--- src/rtl/riscv_pkg.sv ---
// Shared RV32I decode definitions: opcode constants, immediate formats, ID/EX slot layout.
package riscv_pkg;

    localparam logic [6:0] OP_LUI    = 7'b0110111;
    localparam logic [6:0] OP_AUIPC  = 7'b0010111;
    localparam logic [6:0] OP_JAL    = 7'b1101111;
    localparam logic [6:0] OP_JALR   = 7'b1100111;
    localparam logic [6:0] OP_BRANCH = 7'b1100011;
    localparam logic [6:0] OP_LOAD   = 7'b0000011;
    localparam logic [6:0] OP_STORE  = 7'b0100011;
    localparam logic [6:0] OP_IMM    = 7'b0010011;
    localparam logic [6:0] OP_REG    = 7'b0110011;
    localparam logic [6:0] OP_FENCE  = 7'b0001111;
    localparam logic [6:0] OP_SYSTEM = 7'b1110011;

    typedef enum logic [2:0] {FMT_R, FMT_I, FMT_S, FMT_B, FMT_U, FMT_J} imm_fmt_e;

    typedef struct packed {
        logic [31:0] pc;
        logic [31:0] rs1;
        logic [31:0] rs2;
        logic [31:0] imm;
        logic [4:0]  rd;
        logic        rd_we;
        logic [6:0]  opcode;
        logic [2:0]  funct3;
        logic        funct7b5;
        logic        is_load;
        logic        illegal;
    } id_ex_t;

    // FENCE and SYSTEM are treated as I-format: they carry rs1/rd fields and an I immediate.
    function automatic imm_fmt_e decode_fmt(input logic [6:0] opcode);
        case (opcode)
            OP_LUI, OP_AUIPC:                           return FMT_U;
            OP_JAL:                                     return FMT_J;
            OP_BRANCH:                                  return FMT_B;
            OP_STORE:                                   return FMT_S;
            OP_JALR, OP_LOAD, OP_IMM, OP_FENCE, OP_SYSTEM: return FMT_I;
            default:                                    return FMT_R;
        endcase
    endfunction

    function automatic logic opcode_legal(input logic [6:0] opcode);
        case (opcode)
            OP_LUI, OP_AUIPC, OP_JAL, OP_JALR, OP_BRANCH, OP_LOAD,
            OP_STORE, OP_IMM, OP_REG, OP_FENCE, OP_SYSTEM: return 1'b1;
            default:                                       return 1'b0;
        endcase
    endfunction

endpackage

--- src/rtl/imm_gen.sv ---
// Combinational RV32I immediate generator; bit numbering follows the instruction word.
import riscv_pkg::*;

module imm_gen (
    input  logic [31:7] i_instr,
    input  imm_fmt_e    i_fmt,
    output logic [31:0] o_imm
);

    always_comb begin
        o_imm = '0;
        case (i_fmt)
            FMT_I:   o_imm = {{20{i_instr[31]}}, i_instr[31:20]};
            FMT_S:   o_imm = {{20{i_instr[31]}}, i_instr[31:25], i_instr[11:7]};
            FMT_B:   o_imm = {{19{i_instr[31]}}, i_instr[31], i_instr[7], i_instr[30:25],
                              i_instr[11:8], 1'b0};
            FMT_U:   o_imm = {i_instr[31:12], 12'b0};
            FMT_J:   o_imm = {{11{i_instr[31]}}, i_instr[31], i_instr[19:12], i_instr[20],
                              i_instr[30:21], 1'b0};
            default: o_imm = '0;
        endcase
    end

endmodule

--- src/rtl/id_stage.sv ---
// RV32I decode stage with a single ID/EX slot, load-use and writeback hazard detection.
// Optional feature macro: WB_BYPASS_EN (forward same-cycle writeback data into operands).
import riscv_pkg::*;

module id_stage #(
    parameter int                XLEN     = 32,
    parameter logic [XLEN-1:0]   RESET_PC = '0
) (
    input  logic            clk,
    input  logic            reset_n,
    input  logic            flush_i,
    input  logic            if_valid_i,
    output logic            if_ready_o,
    input  logic [31:0]     if_instr_i,
    input  logic [XLEN-1:0] if_pc_i,
    output logic [4:0]      rs1_addr_o,
    output logic [4:0]      rs2_addr_o,
    input  logic [XLEN-1:0] rs1_data_i,
    input  logic [XLEN-1:0] rs2_data_i,
    input  logic            wb_en_i,
    input  logic [4:0]      wb_rd_i,
    input  logic [XLEN-1:0] wb_data_i,
    input  logic            ex_ready_i,
    output logic            ex_valid_o,
    output logic [XLEN-1:0] ex_pc_o,
    output logic [XLEN-1:0] ex_rs1_o,
    output logic [XLEN-1:0] ex_rs2_o,
    output logic [XLEN-1:0] ex_imm_o,
    output logic [4:0]      ex_rd_o,
    output logic            ex_rd_we_o,
    output logic [6:0]      ex_opcode_o,
    output logic [2:0]      ex_funct3_o,
    output logic            ex_funct7b5_o,
    output logic            ex_is_load_o,
    output logic            ex_illegal_o
);

    // Handshake: a transfer happens on a rising edge where valid & ready are both high;
    // ready never depends on valid on the same side, and the slot holds stable while
    // ex_valid_o=1 and ex_ready_i=0.
    logic        r_valid;
    id_ex_t      r_slot;
    id_ex_t      w_next;
    imm_fmt_e    w_fmt;
    logic [6:0]  w_opcode;
    logic [4:0]  w_rs1, w_rs2, w_rd;
    logic        w_legal, w_use_rs1, w_use_rs2, w_has_rd;
    logic [31:0] w_imm_raw, w_op1, w_op2;
    logic        w_load_use, w_wb_hazard, w_slot_free, w_accept;

    assign w_opcode   = if_instr_i[6:0];
    assign w_rd       = if_instr_i[11:7];
    assign w_rs1      = if_instr_i[19:15];
    assign w_rs2      = if_instr_i[24:20];
    assign rs1_addr_o = w_rs1;
    assign rs2_addr_o = w_rs2;

    assign w_fmt     = decode_fmt(w_opcode);
    assign w_legal   = opcode_legal(w_opcode);
    assign w_use_rs1 = w_legal & (w_fmt != FMT_U) & (w_fmt != FMT_J);
    assign w_use_rs2 = w_legal & ((w_fmt == FMT_R) | (w_fmt == FMT_S) | (w_fmt == FMT_B));
    assign w_has_rd  = w_legal & (w_fmt != FMT_S) & (w_fmt != FMT_B);

    imm_gen u_imm_gen (
        .i_instr (if_instr_i[31:7]),
        .i_fmt   (w_fmt),
        .o_imm   (w_imm_raw)
    );

    assign w_load_use = r_valid & r_slot.is_load & (r_slot.rd != 5'd0) &
                        ((w_use_rs1 & (r_slot.rd == w_rs1)) | (w_use_rs2 & (r_slot.rd == w_rs2)));

`ifdef WB_BYPASS_EN
    assign w_wb_hazard = 1'b0;
    assign w_op1 = (w_rs1 == 5'd0) ? '0 :
                   (wb_en_i && wb_rd_i == w_rs1) ? wb_data_i : rs1_data_i;
    assign w_op2 = (w_rs2 == 5'd0) ? '0 :
                   (wb_en_i && wb_rd_i == w_rs2) ? wb_data_i : rs2_data_i;
`else
    logic w_unused_wb_data;
    assign w_unused_wb_data = ^wb_data_i;
    // Stall one cycle so the regfile read sees the completed write.
    assign w_wb_hazard = wb_en_i & (wb_rd_i != 5'd0) &
                         ((w_use_rs1 & (wb_rd_i == w_rs1)) | (w_use_rs2 & (wb_rd_i == w_rs2)));
    assign w_op1 = (w_rs1 == 5'd0) ? '0 : rs1_data_i;
    assign w_op2 = (w_rs2 == 5'd0) ? '0 : rs2_data_i;
`endif

    assign w_slot_free = !r_valid | ex_ready_i;
    assign if_ready_o  = w_slot_free & !w_load_use & !w_wb_hazard & !flush_i;
    assign w_accept    = if_valid_i & if_ready_o;

    always_comb begin
        w_next          = '0;
        w_next.pc       = if_pc_i;
        w_next.rs1      = w_op1;
        w_next.rs2      = w_op2;
        w_next.imm      = w_legal ? w_imm_raw : '0;
        w_next.rd       = w_has_rd ? w_rd : 5'd0;
        w_next.rd_we    = w_has_rd & (w_rd != 5'd0);
        w_next.opcode   = w_opcode;
        w_next.funct3   = if_instr_i[14:12];
        w_next.funct7b5 = if_instr_i[30];
        w_next.is_load  = (w_opcode == OP_LOAD);
        w_next.illegal  = !w_legal;
    end

    always_ff @(posedge clk or negedge reset_n) begin
        if (!reset_n) begin
            r_valid   <= 1'b0;
            r_slot    <= '0;
            r_slot.pc <= RESET_PC;
        end else if (flush_i) begin
            r_valid <= 1'b0;
        end else if (w_accept) begin
            r_valid <= 1'b1;
            r_slot  <= w_next;
        end else if (ex_ready_i) begin
            r_valid <= 1'b0;
        end
    end

    assign ex_valid_o    = r_valid;
    assign ex_pc_o       = r_slot.pc;
    assign ex_rs1_o      = r_slot.rs1;
    assign ex_rs2_o      = r_slot.rs2;
    assign ex_imm_o      = r_slot.imm;
    assign ex_rd_o       = r_slot.rd;
    assign ex_rd_we_o    = r_slot.rd_we;
    assign ex_opcode_o   = r_slot.opcode;
    assign ex_funct3_o   = r_slot.funct3;
    assign ex_funct7b5_o = r_slot.funct7b5;
    assign ex_is_load_o  = r_slot.is_load;
    assign ex_illegal_o  = r_slot.illegal;

endmodule

--- config.mk ---
export PLATFORM = sky130hd
export DESIGN_NAME = id_stage
export DESIGN_NICKNAME = d
export VERILOG_FILES = /design/src/rtl/riscv_pkg.sv /design/src/rtl/imm_gen.sv /design/src/rtl/id_stage.sv
export SDC_FILE = /design/constraint.sdc
export NUM_CORES = 1
export LEC_CHECK = 0
export ABC_AREA = 0
export CORE_MARGIN = 4
export CORE_UTILIZATION = 25
export CTS_CLUSTER_DIAMETER = 50
export DETAILED_ROUTE_END_ITERATION = 6
export GPL_TIMING_DRIVEN = 0
export REMOVE_ABC_BUFFERS = 1
export SYNTH_ARGS = -nofsm -noshare
export SYNTH_HDL_FRONTEND = slang
export SYNTH_SLANG_ARGS = --single-unit
--- constraint.sdc ---
create_clock -name clk -period 6.6 [get_ports clk]
set_input_delay 1.32 -clock clk [delete_from_list [all_inputs] [get_ports clk]]
set_output_delay 1.32 -clock clk [all_outputs]
set_load 0.05 [all_outputs]
==> impl_metrics.ini, run 1 <==
[clocking]
cts_buffer_depth = 2
post_cts_buffers = 0
cts_root_buf = clkbuf_16
clkTransAtPathRegs_ps = 60
cts_tree = built
clk_latency_ps = 420
cts_sinks = 148
cts_hold_buf = 0
cts_resized = 0
cts_buffers = 17
htree_levels = 4

[logic_synthesis]
synthTopCellsByCount = 148 x dfrtp_1, 94 x nand2_1, 74 x o21ai_0
postSynthCellCount = 660
synth.most_common_cell = dfrtp_1
synth_top_cell_by_area = dfrtp_1
synth_warnings = 0
ys.flop_type = dfrtp_1
yosys_register_bits = 148
synth_top_family_by_area = compound AO/OA/AOI/OAI gates
yosysTopAreaCellShare_pct = 53.3
syn_area_per_cell_um2 = 10.5
synth_compound_area_share_pct = 18.3
synth_fa_ha_area_share_pct = 0
synth_area_mm2 = 0.00695
synth_edf_count = 0
synth_xor_area_share_pct = 2.65
synth.area.top_cells = dfrtp_1 53%, mux2_2 9.2%, o31ai_1 7.0%, o21ai_0 5.3%, nand2_1 5.1%
yosys.area_share.simple_pct = 9.41
synthMuxAreaShare_pct = 11.0
async_reset_ff_share_pct = 100
synthDistinctLibCells = 49
ys_seq_area_share_pct = 53.3

[job]
cap_violations = 0

[critical_path]
rr_worst_depth = 7
worstSetupEndpoint = if_ready_o
worst-path-stages = 9
arrival_ps = 4470
startpoint = if_instr_i[6]
r2r_end = ex_pc_o[23]
crit_chain = clkdlybuf4s50_1, nor2_1, nand2_1, a21oi_1, buf_4, nor2_1, o21a_1, nor3_1, clkdlybuf4s50_1
critical_path.top_delay_family = buffers and inverters
cp-end-kind = output pin
crit_required_ps = 5280
crit_path_max_fanout = 16
crit_path_start_kind = primary input
r2r-start = ex_rd_o[1]
slowest_stage = clkdlybuf4s50_1
crit_type = in2out
r2r_setup_slack_ps = 3740
slowest_delay_ps = 880
cp_num_buf_inv = 3

[die]
fp.dieH_um = 175
die_w_um = 175
dieArea_mm2 = 0.0305
core_mm2 = 0.0272
io_pins = 330
rows = 60
start_util_pct = 25.6

[placement]
dpl_cell_area_mm2 = 0.0103
port_buffers = 297
hpwl_mm = 17.3
dp.cells = 1278
gp_congestion = 0.784

[sta]
hold_viol_final = 0
final_max_slew_viol_count = 0
fin_crit_sh_pct = 87.8
slew-limit-headroom_pct = 16.2
finalWorstPathRequiredPeriod_ps = 5790
finalSetupViolCount = 0
fmax_mhz = 173
finClkSkew_ps = 9.56
tightest_slew_ps = 1250
rsz0062_at_grt = false

[routing]
drc = 0
first_pass_iters = 5
num_vias = 6140
wl_per_cell_um = 18.4
drtAntennaViolNets = 0
viasPerCell = 4.68
drt_wl_total_mm = 24.2
first_iter_violations = 403

[grt]
antenna_found_initial = 0
grt_pass1_wl_mm = 38.4
grt_overflow = 0
grt_max_degree = 94
track_usage_pct = 15.7
grt_pass1_vias = 6479

[finish]
final_area_mm2 = 0.0109
final_layout_size_suffix_gt1_share_pct = 11.9
area.growth.synth_to_final_pct = 57.1
nFillCells = 2673
multi_input_area_mm2 = 0.00291
final_cells = 1311
antenna_cells_inserted = 0
seq_area_mm2 = 0.00370
finalCoreUtilization_pct = 40.2
fin_nets = 1097

[status]
outcome = complete, no violations

[power_and_ir_drop]
p_leak_uw = 0.00465
vdd_drop_max_mv = 0.147
power_uw = 3100
powerDensity_mw_per_mm2 = 284

[worst_hold_path]
hold_path_class = reg2reg
## power by group
group          internal (uW)  leakage, uW  total, uW  switching [uW]
registers               1030      0.00187       1090            62.1
clock network            542     0.000279        982             439
logic                    378      0.00250       1030             650
total                   1950      0.00465       3100            1150
## final cells by class
cell class	count	share of cell area, %
Tap cell	372	4.26
Timing Repair Buffer	310	29.4
Sequential cell	148	33.9
Clock inverter	14	1.29
Multi-Input combinational cell	436	26.7
Clock buffer	18	4.02
Inverter	13	0.447
## stage by stage
stage | hold WS, ps | worst slack [ps] | setup TNS (ps)
after detailed placement | 488 | 568 | 0
final | 498 | 807 | 0
after global placement | 486 | -5950 | -1228180
after CTS | 502 | 558 | 0
after floorplan | 755 | -1190 | -159420
after global routing | 513 | 523 | 0
## layout by cell type, fill, tap and decap left out, types with 4 or more instances in the layout
master | synthesis | layout
a21oi_1 | 24 | 24
a22o_1 | 7 | 7
and2_1 | 4 | 4
buf_8 | 0 | 9
clkbuf_16 | 0 | 17
clkdlybuf4s50_1 | 0 | 296
dfrtp_1 | 148 | 148
inv_1 | 13 | 13
inv_6 | 0 | 6
mux2_2 | 57 | 57
mux2i_1 | 11 | 11
nand2_1 | 94 | 93
nand3_1 | 8 | 8
nor2_1 | 14 | 14
nor3_1 | 5 | 5
o211ai_1 | 4 | 4
o21ai_0 | 74 | 74
o2bb2ai_1 | 6 | 6
o31ai_1 | 65 | 65
or4_1 | 4 | 4
xnor2_1 | 8 | 8
xor2_1 | 13 | 13
## routing by layer
layer	up-vias	GRT usage (%)	wire, um
met5	-	0	0
met4	0	5.17	524
met3	32	4.02	1380
met2	186	26.3	11800
met1	3042	19.7	10400
li1	2880	-	-
## how the worst min path moves through the flow
stage / slack, ps / depth (start not counted) / endpoint / from
after floorplan: 760 / 2 / ex_imm_o[20] / ex_imm_o[20]
after global placement: 490 / 2 / ex_rs1_o[10] / ex_rs1_o[10]
after detailed placement: 490 / 2 / ex_rs2_o[19] / ex_rs2_o[19]
after CTS: 500 / 2 / ex_rs2_o[19] / ex_rs2_o[19]
after global routing: 510 / 2 / ex_rs2_o[19] / ex_rs2_o[19]
final: 500 / 2 / ex_rs2_o[19] / ex_rs2_o[19]
## worst min-delay path, delay by kind of cell (launching register included)
family         cells  cell delay, ps
AO/OA/AOI/OAI      2             120
flip-flops         1             340
## registers in the layout, summed over array words and instances (netlist names)
register,cells
ex_imm_o,32
ex_pc_o,32
ex_rs1_o,32
ex_rs2_o,32
ex_opcode_o,7
ex_rd_o,5
ex_funct3_o,3
ex_funct7b5_o,1
ex_illegal_o,1
ex_is_load_o,1
ex_rd_we_o,1
ex_valid_o,1
## cells by family after synthesis
family          count (synthesis)
flops                         148
buf+inv                        76
compound gates                199
simple gates                  147
mux                            69
xor+xnor                       21
Note: power is estimated with default switching activity, not from simulation.
==> inputs of run 2 (changes only) <==
==> constraint.sdc (replaced) <==
create_clock -name clk -period 6.6 [get_ports clk]
set_input_delay 1.32 -clock clk [delete_from_list [all_inputs] [get_ports clk]]
set_output_delay 1.32 -clock clk [all_outputs]
set_load 0.02 [all_outputs]
==> results of run 2 <==
The final DEF is identical to that of run 1. Status: complete, no violations.
Among the figures that moved: setup slack after placement 568 ps -> 767 ps; setup slack after layout 807 ps -> 1010 ps; total power 3100 uW -> 2810 uW; worst IR drop on VDD 0.147 mV -> 0.146 mV
==> inputs of run 3 (changes only) <==
Clock period 6.6 ns to 5.44 ns, I/O delays scaled along.
==> results of run 3 <==
The final DEF is identical to that of run 1. Status: complete, no violations.
Among the figures that moved: setup slack after placement 568 ps -> 71.3 ps; setup slack after layout 807 ps -> 310 ps; register-to-register setup slack 3740 ps -> 2580 ps; total power 3100 uW -> 3410 uW; worst IR drop on VDD 0.147 mV -> 0.178 mV
